File: src/rtl/vga640x480_sync_rx.sv
// Receive-side 640x480 timing checker: rebuilds hpos/vpos/display_on from incoming
// active-low syncs, measures line/frame timing and locks after consecutive good frames.
module vga640x480_sync_rx #(
  parameter int H_DISPLAY   = 640,
  parameter int H_BACK      = 48,
  parameter int H_FRONT     = 16,
  parameter int H_SYNC      = 96,
  parameter int V_DISPLAY   = 480,
  parameter int V_TOP       = 10,
  parameter int V_BOTTOM    = 33,
  parameter int V_SYNC      = 2,
  parameter int LOCK_FRAMES = 2
) (
  input  logic       clk,
  input  logic       reset,
  input  logic       hsync,
  input  logic       vsync,
  output logic       locked,
  output logic [9:0] hpos,
  output logic [9:0] vpos,
  output logic       display_on,
  output logic [9:0] line_len,
  output logic [9:0] frame_lines,
  output logic       frame_start,
  output logic       timing_err
);

  localparam int H_TOTAL = H_DISPLAY + H_BACK + H_FRONT + H_SYNC;
  localparam int V_TOTAL = V_DISPLAY + V_TOP + V_BOTTOM + V_SYNC;

  localparam logic [9:0] CNT_MAX     = 10'd1023;
  localparam logic [9:0] H_TOTAL_W   = 10'(H_TOTAL);
  localparam logic [9:0] V_LAST_W    = 10'(V_TOTAL - 1);
  localparam logic [9:0] H_SYNC_W    = 10'(H_SYNC);
  localparam logic [9:0] V_SYNC_W    = 10'(V_SYNC);
  localparam logic [9:0] H_ACT_FIRST = 10'(H_SYNC + H_BACK);
  localparam logic [9:0] H_ACT_LAST  = 10'(H_SYNC + H_BACK + H_DISPLAY - 1);
  localparam logic [9:0] V_ACT_FIRST = 10'(V_SYNC + V_BOTTOM);
  localparam logic [9:0] V_ACT_LAST  = 10'(V_SYNC + V_BOTTOM + V_DISPLAY - 1);

  typedef enum logic [1:0] {SEARCH, VERIFY, LOCKED} state_t;

  state_t     state, state_next;
  logic [2:0] good, good_next;

  logic       hs_q, hs_qq, vs_q, vs_qq;
  logic [9:0] hcnt, vcnt, hsw, vsw;
  logic       vpend, frame_err, skip_line;

  logic hfall, hrise, vfall, vrise, boundary;
  logic hlen_err, hsw_err, vsw_err, line_err, timeout, frame_good;

  assign hfall    = hs_qq & ~hs_q;
  assign hrise    = ~hs_qq & hs_q;
  assign vfall    = vs_qq & ~vs_q;
  assign vrise    = ~vs_qq & vs_q;
  assign boundary = hfall & (vpend | vfall);

  // skip_line exempts the first line after leaving SEARCH, whose length is arbitrary
  assign hlen_err   = hfall & (hcnt != H_TOTAL_W) & ~skip_line;
  assign hsw_err    = hrise & (hsw != H_SYNC_W);
  assign vsw_err    = vrise & (vsw != V_SYNC_W);
  assign timeout    = (hcnt == CNT_MAX) | (vcnt == CNT_MAX);
  assign line_err   = hlen_err | hsw_err | (hcnt == CNT_MAX);
  assign frame_good = (vcnt == V_LAST_W) & ~frame_err & ~line_err & ~vsw_err;

  assign hpos        = hfall ? 10'd0 : hcnt;
  assign vpos        = vcnt;
  assign frame_start = boundary;
  assign locked      = (state == LOCKED);
  assign display_on  = locked & (hpos >= H_ACT_FIRST) & (hpos <= H_ACT_LAST)
                     & (vpos >= V_ACT_FIRST) & (vpos <= V_ACT_LAST);

  always_ff @(posedge clk or negedge reset) begin
    if (!reset) begin
      hs_q        <= 1'b1;
      hs_qq       <= 1'b1;
      vs_q        <= 1'b1;
      vs_qq       <= 1'b1;
      hcnt        <= '0;
      vcnt        <= '0;
      hsw         <= '0;
      vsw         <= '0;
      vpend       <= 1'b0;
      frame_err   <= 1'b0;
      skip_line   <= 1'b0;
      line_len    <= '0;
      frame_lines <= '0;
      state       <= SEARCH;
      good        <= '0;
    end else begin
      hs_q  <= hsync;
      hs_qq <= hs_q;
      vs_q  <= vsync;
      vs_qq <= vs_q;

      if (hfall) begin
        hcnt     <= 10'd1;
        line_len <= hcnt;
      end else if (hcnt != CNT_MAX) begin
        hcnt <= hcnt + 10'd1;
      end

      if (hrise)
        hsw <= '0;
      else if (!hs_q && hsw != CNT_MAX)
        hsw <= hsw + 10'd1;

      if (boundary) begin
        vcnt        <= '0;
        frame_lines <= vcnt + 10'd1;
      end else if (hfall && vcnt != CNT_MAX) begin
        vcnt <= vcnt + 10'd1;
      end

      if (boundary)
        vpend <= 1'b0;
      else if (vfall)
        vpend <= 1'b1;

      if (vrise)
        vsw <= '0;
      else if (hfall && !vs_q && vsw != CNT_MAX)
        vsw <= vsw + 10'd1;

      // errors seen on a boundary cycle belong to the frame being closed
      if (boundary)
        frame_err <= 1'b0;
      else
        frame_err <= frame_err | line_err | vsw_err;

      if (state == SEARCH)
        skip_line <= 1'b1;
      else if (hfall)
        skip_line <= 1'b0;

      state <= state_next;
      good  <= good_next;
    end
  end

  always_comb begin
    state_next = state;
    good_next  = good;
    timing_err = 1'b0;
    if (timeout && state != SEARCH) begin
      state_next = SEARCH;
      good_next  = '0;
      timing_err = 1'b1;
    end else begin
      case (state)
        SEARCH: begin
          if (boundary) begin
            state_next = VERIFY;
            good_next  = '0;
          end
        end
        VERIFY: begin
          if (line_err || vsw_err)
            timing_err = 1'b1;
          if (boundary) begin
            if (frame_good) begin
              good_next = good + 3'd1;
              if (int'(good) + 1 >= LOCK_FRAMES)
                state_next = LOCKED;
            end else begin
              good_next  = '0;
              timing_err = 1'b1;
            end
          end
        end
        LOCKED: begin
          if (vsw_err)
            timing_err = 1'b1;
          if (line_err || (boundary && !frame_good)) begin
            state_next = VERIFY;
            good_next  = '0;
            timing_err = 1'b1;
          end
        end
        default: begin
          state_next = SEARCH;
          good_next  = '0;
        end
      endcase
    end
  end

endmodule

File: config.mk
export PLATFORM = sky130hd
export DESIGN_NAME = vga640x480_sync_rx
export DESIGN_NICKNAME = d
export VERILOG_FILES = /design/src/rtl/vga640x480_sync_rx.sv
export SDC_FILE = /design/constraint.sdc
export NUM_CORES = 1
export LEC_CHECK = 0
export BUFFER_PORTS_ARGS = -buffer_cell sky130_fd_sc_hd__buf_2
export CORE_MARGIN = 2
export CORE_UTILIZATION = 45
export CTS_BUF_LIST = sky130_fd_sc_hd__clkbuf_2
export CTS_CLUSTER_SIZE = 8
export DETAILED_ROUTE_END_ITERATION = 8
export GPL_TIMING_DRIVEN = 1
export PLACE_DENSITY = 0.66
export SLEW_MARGIN = 10
export SYNTH_ARGS = -nofsm -noshare
export SYNTH_HDL_FRONTEND = slang
export SYNTH_SLANG_ARGS = --single-unit
File: constraint.sdc
create_clock -name clk -period 1.99 [get_ports clk]
set_input_delay 0.0995 -clock clk [delete_from_list [all_inputs] [get_ports clk]]
set_output_delay 0.0995 -clock clk [all_outputs]
set_load 0.03 [all_outputs]
# Word-level counts from Yosys, hierarchy flattened
# Cells that the tools add are included.
# totals
ff_bits,72
in_bits,4
out_inout_bits,44
word_cells,128
# classes
addsub,6
order_cmp,5
n_eq_ne,17
muxes,34
n_bitwise,30
reduce_logical,21
# op_table
cell,count
10-bit two-way mux,9
10-bit != test (second input constant),5
10-bit by 1-bit adder with 10-bit output (second input constant),4
10-bit == test (second input constant),3
10-bit <= comparator (second input constant),2
1-bit bitwise AND,16
3-bit two-way mux,5
2-bit nonzero test,7
2-bit two-way mux,6
1-bit two-way mux,11
10-bit by 6-bit greater-or-equal comparator with 1-bit output (second input constant),1
10-bit by 8-bit greater-or-equal comparator with 1-bit output (second input constant),1
10-bit by 2-bit != test with 1-bit output (second input constant),1
10-bit by 7-bit != test with 1-bit output (second input constant),1
3-bit != test (second input constant),3
3-bit one-hot mux with 3 select lines,1
1-bit inverter,8
1-bit logical AND,6
1-bit bitwise OR,6
2-bit one-hot mux with 3 select lines,1
5-bit AND reduction,1
3-bit by 1-bit adder with 4-bit output (second input constant),1
4-bit by 2-bit greater-or-equal comparator with 1-bit output (second input constant),1
3-bit by 1-bit adder with 3-bit output (second input constant),1
other kinds (9),12

# Logic depth before layout (Yosys ltp)
# depth
ltp_word,15
mapped_depth,8
ltp_nobuf,8

# Worst setup path after synthesis
# OpenSTA, ideal clock, no wires.
# synth_timing
path_kind,register -> register
startpoint,"register vcnt[1], in the netlist vpos[1]"
endpoint,register good[2]
setup_ns,0.122
arrival_time_ns,2.198
required_time_ns,1.868
setup_slack_ns,-0.330
path_stages_with_launch,8
path_buffers,0
synth_period_minus_slack_ns,2.320
cell_sequence,dfrtp_1 > ha_1 > nand3_2 > or3_1 > a21o_1 > o21a_2 > a22o_1 > a32o_1
# synth_via
elab_chain_len,9
word_cells_on_any_way,18
classes_between,eq/ne (5); mux (4); bitwise (4); reduce/logical (5)
# synth_lines
item,line_no,text
from (decl),47,"logic [9:0] hcnt, vcnt, hsw, vsw;"
from (signal assigned),113,vcnt <= vcnt + 10'd1;
10-bit == test,65,assign frame_good = (vcnt == V_LAST_W) & ~frame_err & ~line_err & ~vsw_err;
1-bit bitwise AND (3 in series),65,
1-bit zero test,175,if (line_err || (boundary && !frame_good)) begin
1-bit logical AND,175,
1-bit logical OR,175,
3-bit by 1-bit != test with 1-bit output (no line),n/a,
3-bit AND reduction (no line),n/a,
to (signal assigned),138,good <= good_next;
to (decl),44,"logic [2:0] good, good_next;"
# Parallel ways exist; a longest one is shown, timed or not. The select of a mux whose other input is x is not followed.
# A chain may end at the register's enable or synchronous reset.

# Final worst setup path
# layout_timing
startpoint,register vsw[5]
endpoint,output port timing_err
# layout_via
elab_chain_len,10
word_cells_on_any_way,15
classes_between,eq/ne (1); mux (7); bitwise (3); reduce/logical (4)
# layout_lines
item,line_no,text
from (decl),47,
from (signal assigned),124,vsw <= vsw + 10'd1;
10-bit by 2-bit != test with 1-bit output (*),62,assign vsw_err = vrise & (vsw != V_SYNC_W);
1-bit bitwise AND (*),62,
1-bit inverter,65,
1-bit bitwise AND,65,
1-bit zero test,175,
1-bit logical AND,175,
1-bit logical OR,175,
1-bit two-way mux,175,
1-bit one-hot mux with 2 select lines (*),151,case (state)
1-bit two-way mux (*),146,if (timeout && state != SEARCH) begin
to (decl),25,output logic timing_err
# Every way passes the cells marked *; elsewhere a longest branch is shown, timed or not.

==> metrics.txt <==
Slew headroom=0.734; Die H=97.2 um; EDFF count, synth=0; DRC viols=0; crit-path max FO=2; initial antenna violation count=0; largest net degree at the start of global routing=73; Fmax=approximately 400 MHz; RSZ-0062 raised after global routing=true; Max Root-Sink Buffers=2; multi-input logic area=around 0.0022 mm^2; Root Buffer=clkbuf_2; port bufs=47; crit path capture type=primary output; Synth area leaders=dfrtp_1 44%, nand2_1 6.9%, ha_1 4.8%, o21ai_0 4.5%, xor2_1 3.4%; max cap viols=0; Fin Setup TNS=-2.00 ns; mux share of post-synthesis cell area=0.0128; vias per cell=approximately 5.4; Die ar.=0.00944 mm^2; die width=97.2 um; Peak VDD IR=0.000365 V; Placer Congestion=0.850; initial DRC count=around 170; share of the synthesized area in the top cell type=0.435; commonest non-fill, non-tap cell in the layout=nand2_1; Final Setup Violations=7; hpwl dp=6.37 mm; total gr overflow=0; Synth Area in Adders=0.0480; Yosys cell types=56; core area=0.00830 mm^2; met2 WL=4.65 mm; post-synthesis register bit count=72; Syn Area/Cell=9.37 um^2; master of the slowest instance on the critical path=or4_4; wire per inst=15.1 um; Post-layout nets=~550; Async SR Flop Fraction=1.00; Syn Nets=436; Slew @ Worst Pin=0.395 ns; Rows=33; worst hold slack=0.0839 ns; CTS tree=done; period utilization=1.27; failing checks=setup timing; post-synth top area cell=dfrtp_1; layout cells sized above 1=0.359; DR top layer=met4; synth-to-layout area growth=33.9%; Post-Synth Simple-Gate Area=0.240; crit-path max cell delay=0.56 ns; Synth Area in XOR/XNOR=0.0493; Ant. Diodes=0; Final Skew=between 0.015 and 0.02 ns; P per Cell Area=798 mW/mm^2; total track usage=0.206; vias in the first global route=3275; Critical Path RT=between 1.5 and 2 ns; sequential fraction of the synthesis area=0.462; I/O pin total=48; synth warn=0; First-pass DRT Iterations=4; commonest cells after routing, fill and taps aside=71 x nand2_1, 66 x buf_4, 62 x dfrtp_1; first-pass GRT wire length=15.9 mm; met3 wire length=roughly 380 um; status=finished, violations left; hold crit path type=input port to asynchronous set/reset pin; Antenna Nets Post-Route=0; Initial Util=0.471; Slew Limit Fails=0; final instance area=0.00523 mm^2; main combinational cell family by area after synthesis=simple AND/OR/NAND/NOR gates; Post-synth top flop=dfrtp_1; Final WS setup=-0.536 ns; startpoint types=flop; Vias=roughly 3500; Clock transition at path regs=~0.21 ns; final WL=9.71 mm; Sink Count=72; H-tree Lvls=3; synthesized instance count=417; wire length on met1=4.51 mm; final hold viol count=0; Final Util=0.630; minimum clock period=2.53 ns; post-synthesis compound-gate area fraction=0.148; Fillers=681; LEAKAGE=2.56 nW; critical path arrival=approximately 2.4 ns; total CTS buffers=9; crit path cell chain=or4_4, o32ai_4, nand3_4, a21oi_4, o21ai_2, buf_6; clk_lat worst skew=~0.53 ns; mapped cell area=0.00391 mm^2; Placement Cell Area=0.00465 mm^2; critical path type=flop to primary output; FF/Latch Area=0.00181 mm^2
[final timing paths]
| kind | start | end | cells past startpoint | slack [ns] |
|---|---|---|---|---|
| worst min-delay path | reset | vsw[8] | 3 | 0.08 |
| min in group clk | vsync | vs_q | 2 | 0.19 |
| worst min register to register | vs_q | vs_qq | 0 | 0.44 |
| max in group asynchronous | reset | hs_q | 3 | 1.55 |
| worst max-delay path | vsw[5] | timing_err | 6 | -0.54 |
| worst max register to register | vsw[5] | state[0] | 7 | -0.30 |
[synthesized netlist by cell type, types with 2 or more instances]
master and count:
nor3_2 2, ha_1 15, and4_1 4, nand2_1 72, xnor2_1 7, o21ai_0 35
inv_1 16, nor3_1 4, a31oi_1 4, buf_2 8, and3_1 10, nor3b_1 2
dfrtp_1 68, o31a_1 2, and2_1 11, a21o_1 2, a21oi_1 10, o22ai_1 2
clkbuf_1 8, o31ai_1 7, or3_1 5, xor2_1 15, nand4_1 9, o41ai_1 5
dfstp_2 4, nor2b_1 5, buf_4 2, nor2_1 30, mux2i_1 5, nand3_2 3
nand3_1 13, o21a_1 2, nand2b_1 7
[critical path, delay by kind of cell (launching register included)]
kind	cells	cell delay [ns]
AO/OA/AOI/OAI	3	0.63
buffers and inverters	1	0.15
AND/OR/NAND/NOR	2	0.69
flip-flops	1	0.43
[per-layer routing]
layer | global-route usage | up-vias
met5 | 0 | -
met4 | 0.0834 | 0
met3 | 0.0460 | 16
met2 | 0.316 | 75
met1 | 0.283 | 1677
li1 | - | 1688
[power breakdown]
| part | internal, mW | switching [mW] | leakage [nW] | total, mW |
|---|---|---|---|---|
| clock network | 0.417 | 0.532 | 0.0810 | 0.949 |
| logic | 0.645 | 0.848 | 1.53 | 1.49 |
| registers | 1.62 | 0.107 | 0.946 | 1.73 |
| total | 2.69 | 1.49 | 2.56 | 4.17 |
[sequential cells by signal, summed over array words and instances, names as in the netlist, 2 cells and up]
signal	flops
frame_lines	10
hcnt	10
hsw	10
line_len	10
vpos	10
vsw	10
good	3
state	2
[what timing repair did]
item | 4_1_cts | 5_1_grt
endpoints found under the setup margin | 14 | 19
resized for setup | 33 | 36
setup buffers | 10 | 7
hold buffers | 3 | 0
cloned | 0 | 1
pin swaps | 11 | 11
hold endpoints to repair | 74 | 0
[cell type report]
cell class,count,share of cell area
inverter,16,0.0115
clock inverter,5,0.0139
tap,105,0.0251
clock buffer,11,0.0105
sequential,72,0.347
timing repair buffer,124,0.175
multi-input combinational,310,0.417
[logic make-up (layout without fill, tap and decap cells)]
group,after synthesis,in the layout
flops,72,72
compound gates,83,84
buf+inv,36,156
mux,5,5
simple gates,184,184
fa+ha+maj,15,15
xor+xnor,22,22
[per-stage QoR]
stage	power, mW	worst slack (ns)	std cells
2_1_floorplan	2.56	-0.120	417
3_3_place_gp	2.97	-0.0536	607
3_5_place_dp	3.00	-0.153	607
4_1_cts	4.11	-0.505	635
5_1_grt	4.40	-0.636	643
6_report	4.17	-0.536	643
(Power assumes the default switching activity.)
